## config.mk

```make
export PLATFORM = sky130hd
export DESIGN_NAME = imm_decode_pipe
export DESIGN_NICKNAME = d
export VERILOG_FILES = /design/src/rtl/imm_pkg.sv /design/src/rtl/imm_extract.sv /design/src/rtl/imm_decode_pipe.sv
export SDC_FILE = /design/constraint.sdc
export NUM_CORES = 1
export LEC_CHECK = 0
export ABC_AREA = 1
export BUFFER_PORTS_ARGS = -buffer_cell sky130_fd_sc_hd__buf_2
export CAP_MARGIN = 40
export CELL_PAD_IN_SITES_DETAIL_PLACEMENT = 1
export CELL_PAD_IN_SITES_GLOBAL_PLACEMENT = 2
export CORE_MARGIN = 5
export CORE_UTILIZATION = 28
export CTS_CLUSTER_DIAMETER = 120
export DETAILED_ROUTE_END_ITERATION = 8
export GPL_TIMING_DRIVEN = 0
export PLACE_DENSITY = 0.81
export SYNTH_ARGS = -nofsm -noshare
export SYNTH_HDL_FRONTEND = slang
export SYNTH_SLANG_ARGS = --single-unit
```

## constraint.sdc

```tcl
create_clock -name clk -period 1.8 [get_ports clk]
set_clock_uncertainty 0.05 [all_clocks]
set_input_delay 0 -clock clk [delete_from_list [all_inputs] [get_ports clk]]
set_output_delay 0 -clock clk [all_outputs]
set_load 0.01 [all_outputs]
```

## src/rtl/imm_pkg.sv

```systemverilog
// Shared types for the immediate-generation stage: format selects and
// skid-buffer occupancy states.
package imm_pkg;

  // Width of the raw instruction word fed to the extractor.
  localparam int unsigned INSTR_WIDTH = 32;

  // Width of the format select bus; codes 8..15 are reserved.
  localparam int unsigned IMM_SRC_WIDTH = 4;

  // Internal working width of the extractor before truncation to XLEN.
  localparam int unsigned IMM_WORK_WIDTH = 64;

  typedef enum logic [IMM_SRC_WIDTH-1:0] {
    IMM_I     = 4'd0,
    IMM_S     = 4'd1,
    IMM_B     = 4'd2,
    IMM_U     = 4'd3,
    IMM_J     = 4'd4,
    IMM_CSR   = 4'd5,
    IMM_SHAMT = 4'd6,
    IMM_ZERO  = 4'd7
  } imm_src_e;

  // Number of entries held: main output register plus one skid entry.
  typedef enum logic [1:0] {
    OCC_EMPTY = 2'd0,
    OCC_ONE   = 2'd1,
    OCC_TWO   = 2'd2
  } occ_e;

endpackage

```

## src/rtl/imm_extract.sv

```systemverilog
// Combinational immediate extractor. Every format is built at 64 bits and
// truncated to XLEN, so the same expressions serve both XLEN settings.
module imm_extract
  import imm_pkg::*;
#(
  parameter int unsigned XLEN = 32
) (
  input  logic [INSTR_WIDTH-1:0]   instr,
  input  logic [IMM_SRC_WIDTH-1:0] imm_src,
  output logic [XLEN-1:0]          imm,
  output logic                     illegal
);

  logic                      sign;
  logic [IMM_WORK_WIDTH-1:0] imm64;

  assign sign = instr[31];

  // Opcode bits never contribute to any immediate.
  logic unused_opcode;
  assign unused_opcode = ^instr[6:0];

  // Format decode; reserved selects yield zero and flag illegal.
  always_comb begin
    imm64   = '0;
    illegal = 1'b0;
    case (imm_src)
      IMM_I:     imm64 = {{52{sign}}, instr[31:20]};
      IMM_S:     imm64 = {{52{sign}}, instr[31:25], instr[11:7]};
      IMM_B:     imm64 = {{51{sign}}, instr[31], instr[7], instr[30:25], instr[11:8], 1'b0};
      IMM_U:     imm64 = {{32{sign}}, instr[31:12], 12'b0};
      IMM_J:     imm64 = {{43{sign}}, instr[31], instr[19:12], instr[20], instr[30:21], 1'b0};
      IMM_CSR:   imm64 = {59'b0, instr[19:15]};
      IMM_SHAMT: begin
        if (XLEN == 64) begin
          imm64 = {58'b0, instr[25:20]};
        end else begin
          // RV32 shift amounts are 5 bits; bit 25 set is out of range.
          imm64   = {59'b0, instr[24:20]};
          illegal = instr[25];
        end
      end
      IMM_ZERO:  imm64 = '0;
      default: begin
        imm64   = '0;
        illegal = 1'b1;
      end
    endcase
  end

  assign imm = imm64[XLEN-1:0];

  if (XLEN < IMM_WORK_WIDTH) begin : g_unused_hi
    logic unused_hi;
    assign unused_hi = ^imm64[IMM_WORK_WIDTH-1:XLEN];
  end

endmodule

```

## src/rtl/imm_decode_pipe.sv

```systemverilog
// Registered immediate-generation stage. Immediates are extracted on the
// input side, so both the main and skid entries hold final results. A
// 2-entry skid keeps full throughput while in_ready stays registered.
module imm_decode_pipe
  import imm_pkg::*;
#(
  parameter int unsigned XLEN      = 32,
  parameter int unsigned TAG_WIDTH = 5
) (
  input  logic                     clk,
  input  logic                     rst,
  input  logic                     flush,
  input  logic                     in_valid,
  output logic                     in_ready,
  input  logic [INSTR_WIDTH-1:0]   instr,
  input  logic [IMM_SRC_WIDTH-1:0] imm_src,
  input  logic [TAG_WIDTH-1:0]     in_tag,
  output logic                     out_valid,
  input  logic                     out_ready,
  output logic [XLEN-1:0]          out_imm,
  output logic                     out_illegal,
  output logic [TAG_WIDTH-1:0]     out_tag
);

  if (!(XLEN == 32 || XLEN == 64)) begin : g_xlen_check
    $error("imm_decode_pipe: XLEN must be 32 or 64");
  end

  logic [XLEN-1:0] ext_imm;
  logic            ext_illegal;

  imm_extract #(
    .XLEN(XLEN)
  ) u_extract (
    .instr  (instr),
    .imm_src(imm_src),
    .imm    (ext_imm),
    .illegal(ext_illegal)
  );

  occ_e occ_q, occ_d;
  logic in_ready_q;

  logic [XLEN-1:0]      main_imm_q, skid_imm_q;
  logic                 main_illegal_q, skid_illegal_q;
  logic [TAG_WIDTH-1:0] main_tag_q, skid_tag_q;

  logic accept;
  logic drain;
  logic load_main_in;
  logic load_main_skid;
  logic load_skid;

  // in_ready_q is set during reset so the stage accepts on the first free
  // cycle; gating with rst holds it low while reset is asserted.
  assign in_ready  = in_ready_q & ~rst;
  assign out_valid = (occ_q != OCC_EMPTY);
  assign accept    = in_valid & in_ready & ~flush;
  assign drain     = out_valid & out_ready;

  // Occupancy next-state and entry load selects; flush overrides everything.
  always_comb begin
    occ_d          = occ_q;
    load_main_in   = 1'b0;
    load_main_skid = 1'b0;
    load_skid      = 1'b0;
    if (flush) begin
      occ_d = OCC_EMPTY;
    end else begin
      case (occ_q)
        OCC_EMPTY: begin
          if (accept) begin
            occ_d        = OCC_ONE;
            load_main_in = 1'b1;
          end
        end
        OCC_ONE: begin
          if (accept && drain) begin
            load_main_in = 1'b1;
          end else if (accept) begin
            occ_d     = OCC_TWO;
            load_skid = 1'b1;
          end else if (drain) begin
            occ_d = OCC_EMPTY;
          end
        end
        OCC_TWO: begin
          // in_ready is low here, so only a drain can occur.
          if (drain) begin
            occ_d          = OCC_ONE;
            load_main_skid = 1'b1;
          end
        end
        default: occ_d = OCC_EMPTY;
      endcase
    end
  end

  // Occupancy state and registered in_ready.
  always_ff @(posedge clk) begin
    if (rst) begin
      occ_q      <= OCC_EMPTY;
      in_ready_q <= 1'b1;
    end else begin
      occ_q      <= occ_d;
      in_ready_q <= (occ_d != OCC_TWO);
    end
  end

  // Main (output) entry: loads from the extractor or promotes the skid.
  always_ff @(posedge clk) begin
    if (rst) begin
      main_imm_q     <= '0;
      main_illegal_q <= 1'b0;
      main_tag_q     <= '0;
    end else if (load_main_in) begin
      main_imm_q     <= ext_imm;
      main_illegal_q <= ext_illegal;
      main_tag_q     <= in_tag;
    end else if (load_main_skid) begin
      main_imm_q     <= skid_imm_q;
      main_illegal_q <= skid_illegal_q;
      main_tag_q     <= skid_tag_q;
    end
  end

  // Skid entry: captures an accept that arrives while the output stalls.
  always_ff @(posedge clk) begin
    if (rst) begin
      skid_imm_q     <= '0;
      skid_illegal_q <= 1'b0;
      skid_tag_q     <= '0;
    end else if (load_skid) begin
      skid_imm_q     <= ext_imm;
      skid_illegal_q <= ext_illegal;
      skid_tag_q     <= in_tag;
    end
  end

  assign out_imm     = main_imm_q;
  assign out_illegal = main_illegal_q;
  assign out_tag     = main_tag_q;

endmodule

```

Word-level counts from Yosys, hierarchy flattened --
Index checks and enable logic that the tools add are counted.
Word-level totals: logic and storage cells 55, bits in registers 79, output and inout port bits 40, bits of input ports 46
Cells by class: bitwise logic cells 6, muxes and demuxes 25, eq/ne operators 10, reduce and logical (&&, ||, !) cells 6
Operators by type and width (count):
- case mux 32 bit (7 select lines) | 1
- two-way mux 32 bit | 2
- equality test 4 x 3 -> 1 bit (second input constant) | 4
- two-way mux 2 bit | 6
- two-way mux 1 bit | 11
- two-way mux 5 bit | 2
- equality test 4 x 2 -> 1 bit (second input constant) | 2
- OR reduction 7 bit | 1
- case mux 2 bit (3 select lines) | 1
- bitwise AND 1 bit | 4
- equality test 4 x 1 -> 1 bit (second input constant) | 1
- zero test 4 bit | 1
- case mux 1 bit (2 select lines) | 2
- nonzero test 2 bit | 2
- equality test 2 x 1 -> 1 bit (second input constant) | 1
- equality test 2 bit (second input constant) | 1
- zero test 2 bit | 1
- != test 2 bit (second input constant) | 1
- inverter 1 bit | 2
- logical AND 1 bit | 1

Depth between registers and ports, before layout --
Gate-level depths: netlist of the first run.
depth in word-level cells 9, gate-level depth with buffers 9, depth with buffers taken out 9

By module --
From an unflattened synthesis of the first run, not the netlist that was laid out.
Unflattened totals: cell total of the unflattened synthesis 649, area total of the unflattened synthesis 4322.9 um^2
Modules (own cells, without submodules):
- imm_decode_pipe | sequential area each 1581.5 um^2, area an instance 3743.6 um^2, cells an instance 539, instances 1
- imm_extract | sequential area each 0.0 um^2, area an instance 579.3 um^2, cells an instance 110, instances 1

Worst setup path after synthesis of the first run --
No wires, ideal clock.
path kind register to register, from reg occ_q[1], to reg main_imm_q[10], in the netlist out_imm[10], clock period less this slack 1.358 ns, path buffers 1, setup time 0.119 ns, data required time 1.631 ns, path slack 0.442 ns, arrival 1.188 ns, stages on the path, launching flop included 9, cell sequence dfxtp_1 > inv_1 > nor2_1 > nand2_2 > buf_4 > nand2_1 > nand3_1 > nand2_1 > a21oi_1
Between the ends: cells in the longest elaborated chain, start to end 7, elaborated cells on any way between the ends 14, classes of those cells 2 x eq/ne; 7 x mux; 1 x bitwise; 4 x reduce/logical
RTL lines:
- from (decl) | line imm_decode_pipe.sv:41 | occ_e occ_q, occ_d;
- from (signal assigned) | line imm_decode_pipe.sv:102 | occ_q <= OCC_EMPTY;
- from (signal assigned) | line imm_decode_pipe.sv:105 | occ_q <= occ_d;
- nonzero test 2 bit | line imm_decode_pipe.sv:57 | assign out_valid = (occ_q != OCC_EMPTY);
- bitwise AND 1 bit | line imm_decode_pipe.sv:59 | assign drain = out_valid & out_ready;
- logical AND 1 bit | line imm_decode_pipe.sv:78 | if (accept && drain) begin
- two-way mux 1 bit | line imm_decode_pipe.sv:78
- case mux 1 bit (2 select lines) | line imm_decode_pipe.sv:70 | case (occ_q)
- two-way mux 1 bit | line imm_decode_pipe.sv:67 | if (flush) begin
- two-way mux 32 bit or nonzero test 2 bit (tied branches)
- to (signal assigned) | line imm_decode_pipe.sv:117 | main_imm_q <= ext_imm;
- to (signal assigned) | line imm_decode_pipe.sv:121 | main_imm_q <= skid_imm_q;
- to (decl) | line imm_decode_pipe.sv:44 | logic [XLEN-1:0] main_imm_q, skid_imm_q;
Several ways; a longest one is shown, not always the timed one. A chain may end at the register's enable or synchronous reset.

Worst setup path in the final report of the first run --
from reg occ_q[1], to reg main_imm_q[9], in the netlist out_imm[9]
The elaborated chain is that of the path after synthesis.

==> results of run 1 <==
## area by class of cell
cell class | instances | area share
clock inverter | 2 | 0.00753
inverter | 29 | 0.0218
sequential | 79 | 0.317
clock buffer | 13 | 0.0562
buffer | 30 | 0.0354
timing repair buffer | 98 | 0.118
tap | 176 | 0.0442
multi-input combinational | 458 | 0.399
## logic make-up (layout without fill, tap and decap cells)
kind of cell,Yosys count,in the layout
simple gates,399,399
buf+inv,59,172
flops,79,79
compound gates,59,59
## worst min path at each step
stage / start / slack [ns] / end / cells past startpoint
finish: instr[21] / 0.005 / skid_imm_q[1]$_SDFFE_PP0P_ / 5
CTS: instr[18] / 0.0008 / out_imm[18]$_SDFFE_PP0P_ / 5
floorplan: in_tag[0] / 0.08 / skid_tag_q[0]$_SDFFE_PP0P_ / 2
global route: instr[18] / 0.03 / skid_imm_q[18]$_SDFFE_PP0P_ / 5
global placement: in_tag[0] / 0.19 / out_tag[0]$_SDFFE_PP0P_ / 3
detailed placement: in_tag[4] / 0.21 / skid_tag_q[4]$_SDFFE_PP0P_ / 3
## what timing repair did
item	in CTS	in global routing
resized for setup	0	9
hold endpoints to repair	35	0
endpoints found under the setup margin	0	34
hold buffers	20	0
buffers inserted	0	0
## layout by cell type (no fill, tap or decap)
master,count
nand3_2,2
clkbuf_1,2
nor2_4,8
clkbuf_2,5
o21ai_2,1
clkbuf_16,9
nand2_1,182
nand4_1,1
a21oi_1,17
nor2_2,2
nand3_4,1
o21ai_0,40
buf_4,4
dfxtp_1,79
buf_2,94
inv_1,25
buf_6,3
dlygate4sd3_1,20
bufinv_16,1
nand2_2,5
o21ai_1,1
clkbuf_8,4
nand4_2,1
nand3_1,62
nor2_1,135
inv_2,4
clkinvlp_4,1
## state kept, by name, indices dropped and copies added, names as in the netlist
register / cells
out_illegal: 1
skid_imm_q: 32
out_tag: 5
out_imm: 32
in_ready_q: 1
skid_illegal_q: 1
skid_tag_q: 5
occ_q: 2
## worst max-delay path, stage by stage (launching register included)
cell     delay [ns]
dfxtp_1        0.35
inv_1          0.15
nor2_2         0.20
nand2_2        0.23
buf_4          0.26
nand2_1        0.07
nand3_1        0.08
nand2_1        0.08
a21oi_1        0.04
## cell usage after synthesis
| library cell | n | share of area |
|---|---|---|
| a21oi_1 | 17 | 0.022 |
| buf_2 | 16 | 0.021 |
| buf_4 | 4 | 0.0078 |
| buf_6 | 3 | 0.0088 |
| clkbuf_1 | 6 | 0.0059 |
| clkbuf_2 | 1 | 0.0013 |
| dfxtp_1 | 79 | 0.41 |
| inv_1 | 25 | 0.024 |
| inv_2 | 4 | 0.0039 |
| nand2_1 | 182 | 0.18 |
| nand2_2 | 5 | 0.0081 |
| nand3_1 | 62 | 0.081 |
| nand3_2 | 2 | 0.0052 |
| nand3_4 | 1 | 0.0046 |
| nand4_1 | 1 | 0.0016 |
| nand4_2 | 1 | 0.0033 |
| nor2_1 | 136 | 0.13 |
| nor2_2 | 1 | 0.0016 |
| nor2_4 | 8 | 0.023 |
| o21ai_0 | 40 | 0.052 |
| o21ai_1 | 1 | 0.0013 |
| o21ai_2 | 1 | 0.0023 |
## power groups by stage
stage	Combinational (W)	Sequential [W]	Clock [W]
after floorplan	0.000240	0.00188	0
after global placement	0.000451	0.00186	0
after detailed placement	0.000463	0.00186	0
after CTS	0.000499	0.00183	0.00199
after global routing	0.000553	0.00183	0.00207
final	0.000492	0.00182	0.00196
## through the flow
step           power (W)   util
6_report         0.00427  0.373
5_1_grt          0.00445  0.373
4_1_cts          0.00432  0.373
3_5_place_dp     0.00233  0.334
3_3_place_gp     0.00231  0.334
2_1_floorplan    0.00212      -
## layer usage
metal,global-route usage,vias to the layer above
met3,0.0305,8
met2,0.307,60
met5,0,-
met1,0.225,1971
li1,-,2096
met4,0.0416,0
==> impl_metrics.json, run 1 <==
{
  "end_kind": "flip-flop",
  "dp_slack_ns": 0.0646,
  "reg2reg_depth": 8,
  "worstSetupStartpointType": "flip-flop",
  "die_w_um": 127,
  "wl_met2_um": 6800,
  "ios": 86,
  "final_area_mm2": 0.00498,
  "fmax_ghz": 0.618,
  "hold_violations": 0,
  "num_vias": 4135,
  "worst_slack_ns": 0.182,
  "timing.setup.tns_ns": 0,
  "nFillCells": 1761,
  "fin_crit_ns": 1.62,
  "p_leak_nw": 2.53,
  "p_sw_w": 0.00107,
  "die_area_mm2": 0.0162,
  "clockRootBuffer": "clkbuf_16",
  "setup_viol": 0,
  "grt_antenna_before_repair": 0,
  "p_seq_frac": 0.427,
  "min_period_over_period": 0.899,
  "grt_max_degree": 13,
  "antenna_cells": 0,
  "grt_overflow": 0,
  "fin_hold_ws_ns": 0.00474,
  "placed_cells": 850,
  "cts.reportedPaths.clkPinSlew_ns": 0.06,
  "vdd_drop_max_mv": 0.414,
  "drv_cap": 0,
  "cts.sinks": 79,
  "syn_nets": 642,
  "num_rows": 42,
  "path_max_fanout": 10,
  "place_area_mm2": 0.00446,
  "fp.dieH_um": 127,
  "met1Wirelength_um": 6420,
  "ys_warn_count": 0,
  "rsz0062_at_grt": "no",
  "clockBufferDepth": 2,
  "grt_pass1_wl_um": 22700,
  "reg2reg_to": "out_imm[9]$_SDFFE_PP0P_",
  "drive_above_1_share": 0.205,
  "nNetsFinal": 751,
  "area_growth_pct": 29.5,
  "wl_met3_um": 437,
  "arrival_ns": 1.79,
  "postSynthAreaPerCell_um2": 6.46,
  "wl_per_cell_um": 15.6,
  "maxUsedRoutingLayer": "met4",
  "cts_inserted_buffers": 9,
  "dp_hpwl_um": 10300,
  "cp-endpoint": "out_imm[9]$_SDFFE_PP0P_",
  "status": "complete, no violations",
  "startpoint": "occ_q[1]$_SDFF_PP0_",
  "multi_input_area_mm2": 0.00199,
  "clockPowerShare": 0.458,
  "grt_usage": 0.175,
  "cts_tree": "done",
  "internal_power_w": 0.00321,
  "vias_per_cell": 4.67,
  "reg2reg_from": "occ_q[1]$_SDFF_PP0_",
  "wl_um": 13800,
  "switching_share": 0.250,
  "combPwrFrac": 0.115,
  "synth-seq-cells": 79,
  "muxShareOfSynthArea": 0,
  "synth_cell_types": 22,
  "synth-compound-area-share": 0.0777,
  "ant_nets": 0,
  "grt_pass1_vias": 4389,
  "portBuffers": 78,
  "reg2reg_slack_ns": 0.18,
  "hold_path_class": "input pin to flip-flop",
  "syn_inst": 596,
  "synth_fa_ha_area_frac": 0,
  "drt_iter0_markers": 164,
  "maxSlewViolCount": 0,
  "ff_latch_area_mm2": 0.00158,
  "initial_core_util": 0.288,
  "synth_top_family_by_area": "simple AND/OR/NAND/NOR gates",
  "fp.coreArea_mm2": 0.0133,
  "powerDensity_mw_per_mm2": 857,
  "fin_cells": 885,
  "drtPass1Iterations": 4,
  "synth-simple-area-share": 0.439,
  "syn-cell-area_mm2": 0.00385,
  "worstSetupPathType": "flip-flop to flip-flop",
  "yosysSeqAreaShare": 0.411,
  "gp_congestion": 0.807,
  "cts-htree-levels": 3,
  "tightestPinTransition_ns": 0.503,
  "drc": 0,
  "clk_latency_ns": 0.34,
  "maxSlewHeadroom": 0.665,
  "crit_required_ns": 1.97,
  "synthXorXnorAreaFrac": 0
}
Power figures use the tool's default switching activity.
==> run 2: changes to the inputs <==
- CORE_UTILIZATION: 28 -> 26
- PLACE_DENSITY: 0.81 -> 0.84
- clock period: 1.8 -> 1.4 ns (I/O delays scaled with it)
==> impl_metrics.json, run 2 (synthesis results as in run 1) <==
{
  "path_max_fanout": 10,
  "p_sw_w": 0.00145,
  "total_power_w": 0.00571,
  "cts_inserted_buffers": 9,
  "switching_share": 0.255,
  "min_period_over_period": 1.00,
  "mostFrequentLayoutCell": "nand2_1",
  "cts.sinks": 79,
  "clockPowerShare": 0.463,
  "num_vias": 4304,
  "die_area_mm2": 0.0173,
  "hold_path_class": "input pin to flip-flop",
  "hold_depth": 5,
  "nFillCells": 1895,
  "drive_above_1_share": 0.248,
  "worstSetupPathType": "flip-flop to flip-flop",
  "end_kind": "flip-flop",
  "maxSlewViolCount": 0,
  "worstSetupStartpointType": "flip-flop",
  "hold_end": "out_imm[11]$_SDFFE_PP0P_",
  "fmax_ghz": 0.711,
  "reg2reg_depth": 7,
  "drt_iter0_markers": 230,
  "reg2reg_slack_ns": -0.006,
  "vdd_drop_max_mv": 0.671,
  "status": "finished, violations left",
  "worstHoldStart": "instr[20]",
  "grt_pass1_wl_um": 23900,
  "cts-htree-levels": 3,
  "ant_nets": 0,
  "crit_required_ns": 1.60,
  "dp_slack_ns": -0.359,
  "gp_congestion": 0.844,
  "violations": "negative setup slack",
  "drv_cap": 0,
  "arrival_ns": 1.61,
  "ios": 86,
  "fin_crit_ns": 1.41,
  "clockRootBuffer": "clkbuf_16",
  "powerDensity_mw_per_mm2": 1060,
  "grt_antenna_before_repair": 0,
  "nNetsFinal": 764,
  "cts.reportedPaths.clkPinSlew_ns": 0.06,
  "vias_per_cell": 4.75,
  "fp.coreArea_mm2": 0.0145,
  "p_leak_nw": 2.69,
  "dp_hpwl_um": 10800,
  "setup_viol": 2,
  "num_rows": 44,
  "wl_per_cell_um": 16.4,
  "cts_tree": "done",
  "multi_input_area_mm2": 0.00210,
  "clk_latency_ns": 0.35,
  "internal_power_w": 0.00425,
  "die_w_um": 132,
  "clockBufferDepth": 2,
  "timing.setup.tns_ns": -0.00847,
  "combPwrFrac": 0.126,
  "grt_usage": 0.171,
  "p_seq_frac": 0.410,
  "drtPass1Iterations": 4,
  "antenna_cells": 0,
  "layout_common_cells": "nand2_1, nor2_1, buf_2",
  "area_growth_pct": 40.4,
  "tightestPinTransition_ns": 0.552,
  "maxSlewHeadroom": 0.632,
  "portBuffers": 78,
  "hold_violations": 0,
  "reg2reg_from": "occ_q[0]$_SDFF_PP0_",
  "grt_max_degree": 20,
  "fp.dieH_um": 132,
  "grt_overflow": 0,
  "rsz0062_at_grt": "yes",
  "wl_um": 14800,
  "ff_latch_area_mm2": 0.00159,
  "worst_slack_ns": -0.00586,
  "drc": 0,
  "reg2reg_to": "out_imm[3]$_SDFFE_PP0P_",
  "grt_pass1_vias": 4609,
  "initial_core_util": 0.265
}
## run 2: layer usage
layer | vias up | part of all wire | global-route usage
met5 | - | 0 | 0
met1 | 2065 | 0.47 | 0.221
li1 | 2120 | - | -
met4 | 0 | 0.021 | 0.0577
met3 | 22 | 0.043 | 0.0359
met2 | 97 | 0.47 | 0.283
## run 2: worst max-delay path by stage
stage	start	to	slack (ns)	depth (start not counted)
after floorplan	occ_q[1]$_SDFF_PP0_	out_imm[10]$_SDFFE_PP0P_	0.04	8
after global placement	occ_q[0]$_SDFF_PP0_	out_tag[3]$_SDFFE_PP0P_	-0.28	6
after detailed placement	occ_q[1]$_SDFF_PP0_	skid_imm_q[15]$_SDFFE_PP0P_	-0.36	6
after CTS	occ_q[0]$_SDFF_PP0_	out_imm[3]$_SDFFE_PP0P_	-0.02	7
after global routing	occ_q[0]$_SDFF_PP0_	out_imm[3]$_SDFFE_PP0P_	-0.09	7
final	occ_q[0]$_SDFF_PP0_	out_imm[3]$_SDFFE_PP0P_	-0.006	7
## run 2: repair_timing
action | CTS | global route
resized for setup | 40 | 43
hold buffers | 22 | 0
cloned | 1 | 3
setup buffers | 3 | 5
pin swaps | 2 | 15
setup endpoints to repair | 76 | 75
endpoints found under the hold margin | 46 | 0
## run 2: power groups by stage
stage	Sequential, W	Clock (W)	Combinational (W)
CTS	0.00234	0.00272	0.000673
floorplan	0.00242	0	0.000309
finish	0.00234	0.00264	0.000722
global placement	0.00239	0	0.000584
global route	0.00235	0.00279	0.000801
detailed placement	0.00239	0	0.000605
## run 2: final cells by class
type,count,share of cell area
multi-input combinational,459,0.389
buffer,29,0.0516
clock buffer,11,0.0468
inverter,29,0.0211
clock inverter,5,0.0148
tap,184,0.0426
timing repair buffer,111,0.141
sequential,79,0.294
## run 2: critical path: stages, from the launching register on
cell and delay (ns):
dfxtp_4 0.36, nand2_2 0.14, inv_1 0.07, nor2_2 0.24, buf_6 0.20, nand3_1 0.12, nand2_1 0.08, inv_1 0.04
## run 2: stage by stage
step                      instances  area [um^2]  hold slack [ns]   util
after floorplan                 596         3850           0.0849      -
after global placement          858         4470            0.195  0.308
after detailed placement        858         4470            0.199  0.308
after CTS                       899         5170           0.0143  0.356
after global routing            907         5400           0.0644  0.372
final                           907         5400           0.0177  0.372
==> run 3: changes to the inputs <==
- CAP_MARGIN: 40 -> default
- CORE_UTILIZATION: 26 -> 28
- PLACE_DENSITY: 0.84 -> 0.86
- REMOVE_ABC_BUFFERS: default -> 1
- clock period: 1.4 -> 1.5 ns (I/O delays scaled with it)
==> impl_metrics.json, run 3 (synthesis results as in run 1) <==
{
  "p_sw_w": 0.00133,
  "drc": 0,
  "hold_path_class": "input pin to flip-flop",
  "reg2reg_to": "skid_imm_q[3]$_SDFFE_PP0P_",
  "wl_um": 15800,
  "ant_nets": 0,
  "worst_slack_ns": -0.0553,
  "nFillCells": 1714,
  "p_leak_nw": 2.67,
  "crit_required_ns": 1.73,
  "drv_cap": 0,
  "cts_inserted_buffers": 9,
  "cts-htree-levels": 3,
  "hold_end": "out_imm[3]$_SDFFE_PP0P_",
  "worstSetupStartpointType": "flip-flop",
  "internal_power_w": 0.00369,
  "worstSetupPathType": "flip-flop to flip-flop",
  "drtPass1Iterations": 4,
  "grt_antenna_before_repair": 0,
  "combPwrFrac": 0.133,
  "wl_met3_um": 582,
  "num_rows": 42,
  "mostFrequentLayoutCell": "nand2_1",
  "initial_core_util": 0.288,
  "rsz0062_at_grt": "yes",
  "wl_met2_um": 7800,
  "grt_usage": 0.193,
  "total_power_w": 0.00501,
  "ios": 86,
  "hold_violations": 0,
  "maxSlewViolCount": 0,
  "num_vias": 4363,
  "nNetsFinal": 766,
  "switching_share": 0.265,
  "fmax_ghz": 0.643,
  "cts_tree": "done",
  "multi_input_area_mm2": 0.00221,
  "maxUsedRoutingLayer": "met4",
  "grt_pass1_vias": 4559,
  "die_w_um": 127,
  "violations": "negative setup slack",
  "vias_per_cell": 4.85,
  "end_kind": "flip-flop",
  "powerDensity_mw_per_mm2": 926,
  "p_seq_frac": 0.437,
  "reg2reg_slack_ns": -0.06,
  "clockPowerShare": 0.430,
  "maxSlewHeadroom": 0.595,
  "drt_iter0_markers": 219,
  "min_period_over_period": 1.04,
  "ff_latch_area_mm2": 0.00159,
  "reg2reg_depth": 9,
  "grt_overflow": 0,
  "path_max_fanout": 4,
  "met1Wirelength_um": 7140,
  "vdd_drop_max_mv": 0.469,
  "arrival_ns": 1.79,
  "grt_max_degree": 37,
  "worstHoldStart": "instr[23]",
  "grt_pass1_wl_um": 24600,
  "clk_latency_ns": 0.34,
  "reg2reg_from": "occ_q[1]$_SDFF_PP0_",
  "fp.coreArea_mm2": 0.0133,
  "fin_crit_ns": 1.56,
  "hold_depth": 5,
  "layout_common_cells": "nand2_1, nor2_1, buf_2",
  "fp.dieH_um": 127,
  "cts.reportedPaths.clkPinSlew_ns": 0.06,
  "dp_hpwl_um": 8510,
  "area_growth_pct": 40.7,
  "die_area_mm2": 0.0162,
  "wl_per_cell_um": 17.5,
  "status": "finished, violations left",
  "gp_congestion": 0.774,
  "dp_slack_ns": -1.10,
  "clockBufferDepth": 2,
  "setup_viol": 1,
  "drive_above_1_share": 0.246,
  "antenna_cells": 0,
  "tightestPinTransition_ns": 0.607,
  "portBuffers": 78,
  "cts.sinks": 79,
  "clockRootBuffer": "clkbuf_16"
}
[run 3: metal layers]
metal	up-vias	GRT usage
li1	2139	-
met1	2131	0.251
met2	77	0.333
met3	16	0.0255
met4	0	0.0625
met5	-	0
[run 3: metrics by stage]
step           TNS [ns]   util  hold WS [ns]  instances  instance area (um^2)
4_1_cts               0  0.394      0.000837        890                  5250
6_report        -0.0553  0.406       0.00396        900                  5420
3_5_place_dp     -56.25  0.325         0.200        822                  4340
5_1_grt          -0.660  0.406        0.0196        900                  5420
2_1_floorplan    -18.77      -      -0.00247        566                  3680
3_3_place_gp     -76.76  0.321         0.190        820                  4290
[run 3: worst max-delay path, cell delays in order, from the launching register on]
cell        delay [ns]
dfxtp_4           0.35
clkinvlp_4        0.12
nand3_4           0.14
buf_12            0.18
nor2_4            0.19
buf_4             0.18
nor2_1            0.04
nor2_1            0.11
nand2_1           0.07
inv_1             0.05
[run 3: worst max path at each step]
| stage | startpoint | endpoint | cells after the start |
|---|---|---|---|
| 5_1_grt | occ_q[1]$_SDFF_PP0_ | skid_imm_q[3]$_SDFFE_PP0P_ | 9 |
| 2_1_floorplan | occ_q[0]$_SDFF_PP0_ | out_illegal$_SDFFE_PP0P_ | 4 |
| 3_3_place_gp | occ_q[0]$_SDFF_PP0_ | out_illegal$_SDFFE_PP0P_ | 4 |
| 3_5_place_dp | occ_q[1]$_SDFF_PP0_ | skid_tag_q[1]$_SDFFE_PP0P_ | 6 |
| 6_report | occ_q[1]$_SDFF_PP0_ | skid_imm_q[3]$_SDFFE_PP0P_ | 9 |
| 4_1_cts | occ_q[1]$_SDFF_PP0_ | out_imm[1]$_SDFFE_PP0P_ | 10 |
[run 3: final cells by class]
class | count | share of cell area
clock buffer | 10 | 0.0423
clock inverter | 5 | 0.00924
inverter | 29 | 0.0222
multi-input combinational | 467 | 0.407
sequential | 79 | 0.294
tap | 176 | 0.0407
timing repair buffer | 134 | 0.185
[run 3: repair_timing]
action,CTS,global route
pin swaps,11,15
endpoints found under the setup margin,76,76
hold endpoints to repair,50,0
gates cloned,7,3
resized for setup,22,22
setup buffers,24,7
hold buffers,22,0
[run 3: power groups by stage]
stage	Clock, W	Combinational, W	Sequential (W)
after floorplan	0	0.000268	0.00225
after global placement	0	0.000506	0.00223
after detailed placement	0	0.000536	0.00224
after CTS	0.00220	0.000643	0.00219
after global routing	0.00229	0.000736	0.00220
final	0.00216	0.000666	0.00219
